### src/rtl/wb_pkg.sv
// Shared types and constants for the Wishbone cache-line master.
// Latency: n/a (declarations only).
// Backpressure: n/a (declarations only).
package wb_pkg;

    localparam int WB_LINE_WIDTH     = 128;
    localparam int WB_SEL_WIDTH      = 16;
    localparam int WB_BACKOFF_CYCLES = 2;

    typedef enum logic [1:0] {
        IDLE    = 2'd0,
        REQ     = 2'd1,
        BACKOFF = 2'd2,
        DONE    = 2'd3
    } wb_master_state_t;

endpackage

### src/rtl/wb_retry_counter.sv
// Saturating retry counter with synchronous clear (clear wins over increment).
// Latency: count updates on the edge after clr/inc.
// Backpressure: none; saturates at all-ones instead of wrapping.
// Ports: clk, rst_n (sync, active-low), clr, inc, count[WIDTH-1:0].
module wb_retry_counter #(
    parameter int WIDTH = 3
) (
    input  logic             clk,
    input  logic             rst_n,
    input  logic             clr,
    input  logic             inc,
    output logic [WIDTH-1:0] count
);

    logic [WIDTH-1:0] count_q, count_d;

    always_comb begin
        count_d = count_q;
        if (clr) begin
            count_d = '0;
        end else if (inc && (count_q != {WIDTH{1'b1}})) begin
            count_d = count_q + 1'b1;
        end
    end

    always_ff @(posedge clk) begin
        if (!rst_n) begin
            count_q <= '0;
        end else begin
            count_q <= count_d;
        end
    end

    assign count = count_q;

endmodule

### src/rtl/wishbone_line_master.sv
// Cache-line (128-bit) Wishbone master: one single-beat classic cycle per line, RTY -> 2-cycle backoff.
// Latency: request to mem_resp is 4 cycles minimum (IDLE->REQ, REQ, response register stage, DONE).
// Backpressure: mem_read/mem_write held until mem_resp; slave stalls by withholding ACK, retries with RTY.
// Ports: clk, rst_n; mem_read/mem_write/mem_address/mem_wdata in, mem_rdata/mem_resp/mem_error out;
//        Wishbone CYC/STB/WE/ADR/SEL/DAT_M out, DAT_S/ACK/RTY in (already registered by one stage).
// Option: define WB_RETRY_LIMIT_EN to abort with mem_error after MAX_RETRY retries.
module wishbone_line_master
    import wb_pkg::*;
#(
    parameter int MAX_RETRY = 4
) (
    input  logic         clk,
    input  logic         rst_n,
    input  logic         mem_read,
    input  logic         mem_write,
    input  logic [31:0]  mem_address,
    input  logic [127:0] mem_wdata,
    output logic [127:0] mem_rdata,
    output logic         mem_resp,
    output logic         mem_error,
    output logic         CYC,
    output logic         STB,
    output logic         WE,
    output logic [31:0]  ADR,
    output logic [15:0]  SEL,
    output logic [127:0] DAT_M,
    input  logic [127:0] DAT_S,
    input  logic         ACK,
    input  logic         RTY
);

    localparam int RW = $clog2(MAX_RETRY + 1);

    wb_master_state_t           state_q, state_d;
    logic                       cyc_q, cyc_d;
    logic                       stb_q, stb_d;
    logic                       we_q, we_d;
    logic [31:0]                adr_q, adr_d;
    logic [WB_SEL_WIDTH-1:0]    sel_q, sel_d;
    logic [WB_LINE_WIDTH-1:0]   dat_m_q, dat_m_d;
    logic [WB_LINE_WIDTH-1:0]   rdata_q, rdata_d;
    logic                       resp_q, resp_d;
    logic [1:0]                 bo_q, bo_d;
    logic                       rty_clr, rty_inc;
    logic [RW-1:0]              retry_count;
`ifdef WB_RETRY_LIMIT_EN
    logic                       error_q, error_d;
`endif

    // Low nibble of the line address is meaningless for a whole-line transfer.
    logic unused_addr_bits;
    assign unused_addr_bits = ^mem_address[3:0];

    wb_retry_counter #(.WIDTH(RW)) u_retry (
        .clk   (clk),
        .rst_n (rst_n),
        .clr   (rty_clr),
        .inc   (rty_inc),
        .count (retry_count)
    );

    always_comb begin
        state_d = state_q;
        cyc_d   = cyc_q;
        stb_d   = stb_q;
        we_d    = we_q;
        adr_d   = adr_q;
        sel_d   = sel_q;
        dat_m_d = dat_m_q;
        rdata_d = rdata_q;
        resp_d  = 1'b0;
        bo_d    = bo_q;
        rty_clr = 1'b0;
        rty_inc = 1'b0;
`ifdef WB_RETRY_LIMIT_EN
        error_d = 1'b0;
`endif
        case (state_q)
            IDLE: begin
                if (mem_read || mem_write) begin
                    we_d    = mem_write;           // write wins when both are raised
                    adr_d   = {mem_address[31:4], 4'h0};
                    dat_m_d = mem_wdata;
                    cyc_d   = 1'b1;
                    stb_d   = 1'b1;
                    sel_d   = '1;
                    rty_clr = 1'b1;
                    state_d = REQ;
                end
            end
            REQ: begin
                if (ACK) begin
                    cyc_d   = 1'b0;
                    stb_d   = 1'b0;
                    sel_d   = '0;
                    if (!we_q) begin
                        rdata_d = DAT_S;
                    end
                    resp_d  = 1'b1;
                    state_d = DONE;
                end else if (RTY) begin
                    cyc_d   = 1'b0;
                    stb_d   = 1'b0;
                    sel_d   = '0;
                    rty_inc = 1'b1;
                    bo_d    = '0;
                    state_d = BACKOFF;
`ifdef WB_RETRY_LIMIT_EN
                    // This RTY brings the count to MAX_RETRY: give up.
                    if (int'(retry_count) == MAX_RETRY - 1) begin
                        resp_d  = 1'b1;
                        error_d = 1'b1;
                        state_d = DONE;
                    end
`endif
                end
            end
            BACKOFF: begin
                // Two idle cycles let the registered RTY of the last attempt drain.
                if (bo_q == 2'(WB_BACKOFF_CYCLES - 1)) begin
                    cyc_d   = 1'b1;
                    stb_d   = 1'b1;
                    sel_d   = '1;
                    state_d = REQ;
                end else begin
                    bo_d = bo_q + 2'd1;
                end
            end
            DONE: begin
                state_d = IDLE;
            end
            default: state_d = IDLE;
        endcase
    end

    always_ff @(posedge clk) begin
        if (!rst_n) begin
            state_q <= IDLE;
            cyc_q   <= 1'b0;
            stb_q   <= 1'b0;
            we_q    <= 1'b0;
            adr_q   <= '0;
            sel_q   <= '0;
            dat_m_q <= '0;
            rdata_q <= '0;
            resp_q  <= 1'b0;
            bo_q    <= '0;
`ifdef WB_RETRY_LIMIT_EN
            error_q <= 1'b0;
`endif
        end else begin
            state_q <= state_d;
            cyc_q   <= cyc_d;
            stb_q   <= stb_d;
            we_q    <= we_d;
            adr_q   <= adr_d;
            sel_q   <= sel_d;
            dat_m_q <= dat_m_d;
            rdata_q <= rdata_d;
            resp_q  <= resp_d;
            bo_q    <= bo_d;
`ifdef WB_RETRY_LIMIT_EN
            error_q <= error_d;
`endif
        end
    end

`ifdef WB_RETRY_LIMIT_EN
    assign mem_error = error_q;
`else
    logic unused_retry;
    assign unused_retry = ^retry_count;
    assign mem_error    = 1'b0;
`endif

    assign CYC       = cyc_q;
    assign STB       = stb_q;
    assign WE        = we_q;
    assign ADR       = adr_q;
    assign SEL       = sel_q;
    assign DAT_M     = dat_m_q;
    assign mem_rdata = rdata_q;
    assign mem_resp  = resp_q;

endmodule

### config.mk
export PLATFORM = sky130hd
export DESIGN_NAME = wishbone_line_master
export DESIGN_NICKNAME = d
export VERILOG_FILES = /design/src/rtl/wb_pkg.sv /design/src/rtl/wb_retry_counter.sv /design/src/rtl/wishbone_line_master.sv
export SDC_FILE = /design/constraint.sdc
export NUM_CORES = 1
export LEC_CHECK = 0
export CAP_MARGIN = 20
export CORE_AREA = 5 5 230 232
export DETAILED_ROUTE_END_ITERATION = 6
export DIE_AREA = 0 0 235 237
export MAX_ROUTING_LAYER = met4
export PLACE_DENSITY = 0.6
export SLEW_MARGIN = 20
export SYNTH_ARGS = -nofsm -noshare
export SYNTH_HDL_FRONTEND = slang
export SYNTH_HIERARCHICAL = 1
export SYNTH_SLANG_ARGS = --single-unit
### constraint.sdc
create_clock -name clk -period 1.8 [get_ports clk]
set_input_delay 0.27 -clock clk [delete_from_list [all_inputs] [get_ports clk]]
set_output_delay 0.27 -clock clk [all_outputs]
set_load 0.05 [all_outputs]
[Yosys cells after proc, flatten, opt, wreduce, memory -nomap -nowiden]
Index checks and enable logic that the tools add are counted.
Cells by class
  bitwise gates (word level): 1
  muxes and demuxes: 20
  reductions and logical operators: 10
  add/subtract/negate cells: 1
  eq/ne operators: 10
Operator list (number)
  2-to-1 mux 16 bit: 4
  one-hot mux 16 bit (3 select lines): 1
  2-to-1 mux 2 bit: 7
  != test 2 bit (second input constant): 5
  one-hot mux 2 bit (4 select lines): 1
  AND reduction 4 bit: 2
  AND reduction 3 bit: 2
  2-to-1 mux 1 bit: 5
  equality test 2 x 1 -> 1 bit (second input constant): 2
  equality test 2 bit (second input constant): 2
  one-hot mux 2 bit (2 select lines): 1
  AND reduction 2 bit: 2
  != test 3 bit (second input constant): 1
  one-hot mux 1 bit (3 select lines): 1
  nonzero test 3 bit: 1
  adder 2 x 1 -> 2 bit (second input constant): 1
  zero test 2 bit: 1
  nonzero test 2 bit: 1
  logical OR 1 bit: 1
  NOT 1 bit: 1
Storage, ports and cells
  word-level logic and storage cells: 51
  bits in registers: 307

[Longest topological paths before layout]
Gate-level depths: netlist (run 1).
  depth in word-level cells: 3
  gate-level depth with buffers: 8

[Worst setup path before layout (run 1)]
OpenSTA, ideal clock, no wires.
  path kind: register to register
  start: reg we_q, in the netlist WE
  end: reg rdata_q[89], in the netlist mem_rdata[89]
  stages on the path, launching flop included: 8
  data arrival time: 1.541 ns
  setup time: 0.070 ns
  setup slack: 0.189 ns
  period minus slack after synthesis: 1.611 ns
  data required time: 1.730 ns
  path through: dfxtp_1 > nand4bb_4 > buf_6 > buf_6 > buf_6 > buf_6 > nand3_2 > o21ai_1
Between the ends
  word-level cells in the longest chain between the ends: 2
RTL lines
  start: declaration: line wishbone_line_master.sv:37  | logic we_q, we_d;
  start signal: assignment: line wishbone_line_master.sv:155  | we_q <= we_d;
  NOT 1 bit (no source line)
  AND reduction 3 bit (no source line)
  end signal: assignment: line wishbone_line_master.sv:159  | rdata_q <= rdata_d;
  end: declaration: line wishbone_line_master.sv:41  | logic [WB_LINE_WIDTH-1:0] rdata_q, rdata_d;
Every way passes these cells.
A chain may end at the register's enable or synchronous reset.

[Worst setup path after layout (run 1)]
  start: reg rdata_q[15], in the netlist mem_rdata[15]
  end: out mem_rdata[15]
RTL lines
  end: declaration: line wishbone_line_master.sv:18  | output logic [127:0] mem_rdata,
No word-level cell between the ends.

==> results of run 1 <==
## cell usage in the layout, fill, tap and decap left out, drive strengths merged
| cell | count |
|---|---|
| or2 | 2 |
| clkinv | 9 |
| o21a | 3 |
| nand2b | 3 |
| and3 | 1 |
| inv | 3 |
| bufinv | 2 |
| a31o | 2 |
| ha | 1 |
| dfxtp | 291 |
| nor3 | 3 |
| nand4bb | 1 |
| o21ai | 285 |
| clkdlybuf4s50 | 288 |
| nor3b | 1 |
| nor2b | 3 |
| a21boi | 157 |
| buf | 242 |
| o31a | 1 |
| conb | 5 |
| nand2 | 129 |
| nor2 | 5 |
| clkbuf | 50 |
| nor4b | 2 |
| a21oi | 1 |
| nand3 | 284 |
| diode | 3 |
| dlygate4sd2 | 123 |
## where the power goes
group          internal [uW]  switching, uW  leakage (uW)  total [uW]
combinational           2140           3890       0.00496        6040
clock                   4310           2770      0.000583        7080
sequential              7000            323       0.00238        7330
total                  13500           6980       0.00792       20400
## cell type report
type | count | area share
antenna | 3 | 0.0003903
tap | 680 | 0.04424
timing repair buffer | 653 | 0.3287
inverter | 2 | 0.0003903
sequential | 291 | 0.3029
clock buffer | 50 | 0.05419
multi-input combinational | 889 | 0.2633
clock inverter | 12 | 0.005920
## cells by family after synthesis
logic type,after synthesis
other cells,1
flops,291
simple gates,434
buf+inv,169
fa+ha+maj,1
compound gates,449
## routing by layer
layer | wire length [um] | vias to the layer above | track usage
met4 | 1908 | 0 | 0.06548
met5 | 0 | - | -
met3 | 4254 | 88 | 0.05590
met2 | 22690 | 485 | 0.2698
met1 | 17350 | 5387 | 0.1671
li1 | - | 5733 | -
## sequential cells by signal, indices dropped and copies added, names as in the netlist
| name | count |
|---|---|
| SEL | 1 |
| DAT_M | 128 |
| mem_resp | 1 |
| bo_q | 2 |
| mem_rdata | 128 |
| ADR | 28 |
| WE | 1 |
| state_q | 2 |
## per-stage QoR
step	utilization	setup TNS (ps)	area [sq um]	hold WS, ps
after floorplan	-	0	11760	402.6
after global placement	0.3589	0	18220	444.2
final	0.3787	0	19230	158.3
after global routing	0.3787	0	19230	160.9
after detailed placement	0.3589	-13.81	18220	444.9
after CTS	0.3786	0	19230	145.8
## worst max-delay path by stage
stage,start,endpoint,slack (ps)
after floorplan,WE,mem_rdata[89],190
after global placement,mem_write,DAT_M[52],70
after detailed placement,mem_write,DAT_M[106],-10
after CTS,mem_rdata[15],mem_rdata[15],30
after global routing,mem_rdata[15],mem_rdata[15],10
final,mem_rdata[15],mem_rdata[15],80
## timing repair
item                                    CTS  global route
endpoints found under the setup margin  123             0
hold endpoints to repair                  0             0
resized for setup                       123             0
setup buffers                             0             0
==> metrics.cfg, run 1 <==
[global_routing]
grt_pass1_wl_um=68320
gr-total-overflow=0
grt_pass1_vias=11530
grt_antenna_before_repair=3
grt_max_degree=66
grtUsageTotal=0.1580

[setup_path]
critPathTopFamily=buffers and inverters
slowest_stage=dlygate4sd2_1
critPathRequiredTime_ps=1530
worstPathArrival_ps=1450
crit_cells=1
crit_chain=dlygate4sd2_1
critPathBufInv=1
r2r_setup_slack_ps=200
r2r-start=state_q[1]
crit_fanout=2
rr_endpoint=mem_rdata[46]
start_kind=flip-flop
critical_path_class=flip-flop to output pin
cp-end-kind=output pin
slowest_delay_ps=560
reg2regPathDepth=5

[clocking]
clock_sinks=291
clockBufferDepth=3
path_clk_slew_ps=60
insertion_delay_ps=520
holdBufCountCts=0
cts_tree=built
htreeDepth=2
cts_buffers=35
root_buffer=clkbuf_16

[yosys]
synth_xor_area_frac=0
synth_edf_count=0
synthArstFlopShare=0
yosysWarnings=6
yosysMostFrequentCell=dfxtp_1
synth_area_sq_mm=0.01174
synth_area_per_cell_sq_um=8.731
ys_ff_latch=291
synth_compound_area_frac=0.2354
synth_cells=1345
yosys-top-cells-area=dfxtp_1 (50%), o21ai_0 (10%), nand3_1 (10%), a21boi_0 (6.3%), nand2_1 (4.1%)
synth_flop_cell=dfxtp_1
synth_top_area_share=0.4961
synth_top_family_by_area=compound AO/OA/AOI/OAI gates
yosys-top-cells-count=dfxtp_1 (291), o21ai_0 (245), nand3_1 (244)
yosysTopAreaCell=dfxtp_1
synth_cell_types=33
muxShareOfSynthArea=0
ys_seq_area_frac=0.4961
synth_adder_area_share=0.001065
yosys.area_share.simple=0.1919

[timing]
tightest_slew_ps=542.1
max_freq_mhz=580.5
drv_slew=0
finalCriticalPeriod_ps=1723
hold_viol_final=0
rsz0062_at_grt=no
fin_skew_ps=14.96
layout_setup_ws_ps=77.45
setup_viol=0
slew_headroom=0.6400
period_share=0.9570

[placed_design]
place_congestion=0.8952
dp_cells=2515
place_ws_ps=-13.81
port_buffers=593
dp_hpwl_um=35220

[finish]
fill_cells=5155
areaGrowthSynthToFinish_pct=63.78
multi_input_area_sq_mm=0.005064
drive_gt1_frac=0.1977
finish.net_count=2167
regArea_sq_mm=0.005826
fin_cells=2580

[floorplanning]
pin_count=603
die-area_sq_mm=0.05570
die_y_um=237
die_w_um=235
rows=83
start_util=0.2313
fp.coreArea_sq_mm=0.05078

[routing]
first_iter_violations=569
final_antenna_net_count=0
routedWlPerCell_um=17.91
drc=0
finalWirelength_um=46200
firstDrtPassIters=4
vias_per_cell=4.532
vias=11690

[min_path]
min_to=state_q[1]
hold_depth=2
hp-start=rst_n
min_path_type=input port to flip-flop

[pwr]
p_per_area_mw_per_mm2=1063
vdd_drop_max_uv=852.2
p_total_uw=20440
leakagePower_uw=0.007924

[job]
maxCapViolCount=0

[run_status]
outcome=completed

No activity file was read; power rests on OpenSTA's default activity.
==> run 2, diff against run 1 <==
--- a/constraint.sdc
+++ b/constraint.sdc
@@ -3,2 +3,2 @@
 set_output_delay 0.27 -clock clk [all_outputs]
-set_load 0.05 [all_outputs]
+set_load 0.02 [all_outputs]
==> run 2 against run 1 <==
Compared with the run above: final cell count about the same; fmax shrank 1.4%; critical path depth is the same; via count down 0.20%; largest cell class unchanged; highest routed layer unchanged.
==> metrics.cfg, run 2 (synthesis gave the netlist of run 1 again) <==
[finish]
final_common_cell=clkdlybuf4s50_1
fill_cells=5154  ; -0.019%
stdcell_area_sq_mm=0.01953  ; +1.5%
areaGrowthSynthToFinish_pct=66.28
final_cell_mix=clkdlybuf4s50_1 (385), dfxtp_1 (290), o21ai_0 (245), nand3_1 (244), dlygate4sd2_1 (138)
drive_gt1_frac=0.09916  ; -0.09852
fin_cells=2579  ; -0.039%
multi_input_area_sq_mm=0.005064  ; unchanged
finish.net_count=2170  ; +0.14%
regArea_sq_mm=0.005827  ; about the same

[timing]
fin_skew_ps=18.10  ; +3.139 ps
setup_viol=0  ; unchanged
drv_slew=0  ; unchanged
layout_setup_ws_ps=52.34  ; -25.11 ps
period_share=0.9709  ; +0.01395
slew_headroom=0.6291  ; -0.01092
finalCriticalPeriod_ps=1748  ; +25.11 ps
max_freq_mhz=572.2  ; -1.4%
hold_viol_final=0  ; unchanged
fin_setup_tns_ps=0  ; unchanged
tightest_slew_ps=556.3  ; +14.23 ps

[global_routing]
grt_max_degree=73  ; +11%
grt_pass1_vias=11840  ; +2.7%
grtUsageTotal=0.1610  ; +0.003002
grt_antenna_before_repair=3  ; unchanged
grt_pass1_wl_um=69880  ; +2.3%
gr-total-overflow=0  ; unchanged

[clocking]
holdBufCountCts=0  ; unchanged
path_clk_slew_ps=60  ; about the same
post_cts_buffers=0  ; unchanged
insertion_delay_ps=530  ; about the same
cts_buffers=35  ; unchanged
htreeDepth=2  ; unchanged
clockBufferDepth=3  ; unchanged
post_cts_resized=139  ; +13%
root_buffer=clkbuf_16
clock_sinks=291  ; unchanged
cts_tree=built

[floorplanning]
fp.coreArea_sq_mm=0.05078  ; unchanged
die-area_sq_mm=0.05570  ; unchanged
rows=83  ; unchanged
start_util=0.2313  ; unchanged
die_y_um=237  ; unchanged
pin_count=603  ; unchanged
die_w_um=235  ; unchanged

[routing]
vias=11670  ; -0.20%
finalWirelength_um=46490  ; +0.63%
routedWlPerCell_um=18.03  ; +0.67%
final_antenna_net_count=0  ; unchanged
first_iter_violations=562  ; -1.2%
firstDrtPassIters=5  ; +1
vias_per_cell=4.525  ; -0.16%
drc=0  ; unchanged

[setup_path]
critPathRequiredTime_ps=1530  ; about the same
critical_path_class=flip-flop to output pin
slowest_delay_ps=640  ; +80 ps
start_kind=flip-flop
slowest_stage=clkdlybuf4s50_1
crit_chain=clkdlybuf4s50_1
worstPathArrival_ps=1480  ; +30 ps
critPathBufInv=1  ; unchanged
cp-end-kind=output pin
crit_fanout=2  ; unchanged
critPathTopFamily=buffers and inverters

[placed_design]
port_buffers=593  ; unchanged
placed_area_sq_mm=0.01841  ; +1.0%
dp_hpwl_um=34910  ; -0.86%
dp_cells=2518  ; +0.12%
place_ws_ps=47.88  ; +61.69 ps
place_congestion=0.8954  ; about the same

[pwr]
p_per_area_mw_per_mm2=961.5  ; -9.5%
leakagePower_uw=0.008709  ; +9.9%
vdd_drop_max_uv=531.7  ; -38%

[job]
maxCapViolCount=0  ; unchanged

[run_status]
outcome=completed

[min_path]
min_path_type=input port to flip-flop

run 2: changes by cell type in the layout (fill, tap and decap cells not counted), sizes merged:
cell	delta
buf	-178
bufinv	-1
clkbuf	+4
clkdlybuf4s50	+97
clkinv	-7
clkinvlp	+1
dlygate4sd2	+15
dlymetal6s2s	+69
inv	-1
run 2: final cells by class:
| cell class | instances | area share |
|---|---|---|
| clock buffer | 54 | 0.05427 |
| antenna | 3 | 0.0003844 |
| timing repair buffer | 656 | 0.3413 |
| sequential | 291 | 0.2984 |
| inverter | 2 | 0.0003844 |
| tap | 680 | 0.04357 |
| multi-input combinational | 889 | 0.2593 |
| clock inverter | 4 | 0.002435 |
run 2: final timing paths:
| path | start | endpoint | slack, ps | depth (start not counted) |
|---|---|---|---|---|
| max | DAT_M[57] | DAT_M[57] | 50 | 1 |
| max reg2reg | state_q[1] | DAT_M[105] | 210 | 4 |
| min | rst_n | SEL[14] | 210 | 2 |
| min reg2reg | mem_rdata[113] | mem_rdata[113] | 450 | 2 |
run 2: where the power goes:
group / leakage, uW / switching (uW) / internal [uW] / total [uW]
Clock: 0.000540 / 2750 / 4170 / 6920
Combinational: 0.00579 / 2480 / 2060 / 4540
Sequential: 0.00238 / 307 / 7000 / 7310
run 2: metal layers:
layer  track usage  part of all wire
met1        0.1744              0.38
met2        0.2733              0.49
met3       0.05905             0.092
met4       0.05645             0.035
met5             -                 0
run 2: metrics by stage:
step,hold slack (ps),total power [uW],utilization
final,208.1,18780,0.3845
after CTS,181.1,19130,0.3810
after floorplan,402.6,9793,-
after detailed placement,443.9,12250,0.3626
after global routing,215.9,19710,0.3845
after global placement,442.4,12190,0.3626
==> run 3, diff against run 2 <==
SLEW_MARGIN = default   (was 20)
==> results of run 3 <==
Same layout as run 2: the final DEF is identical, and so are final timing and power.
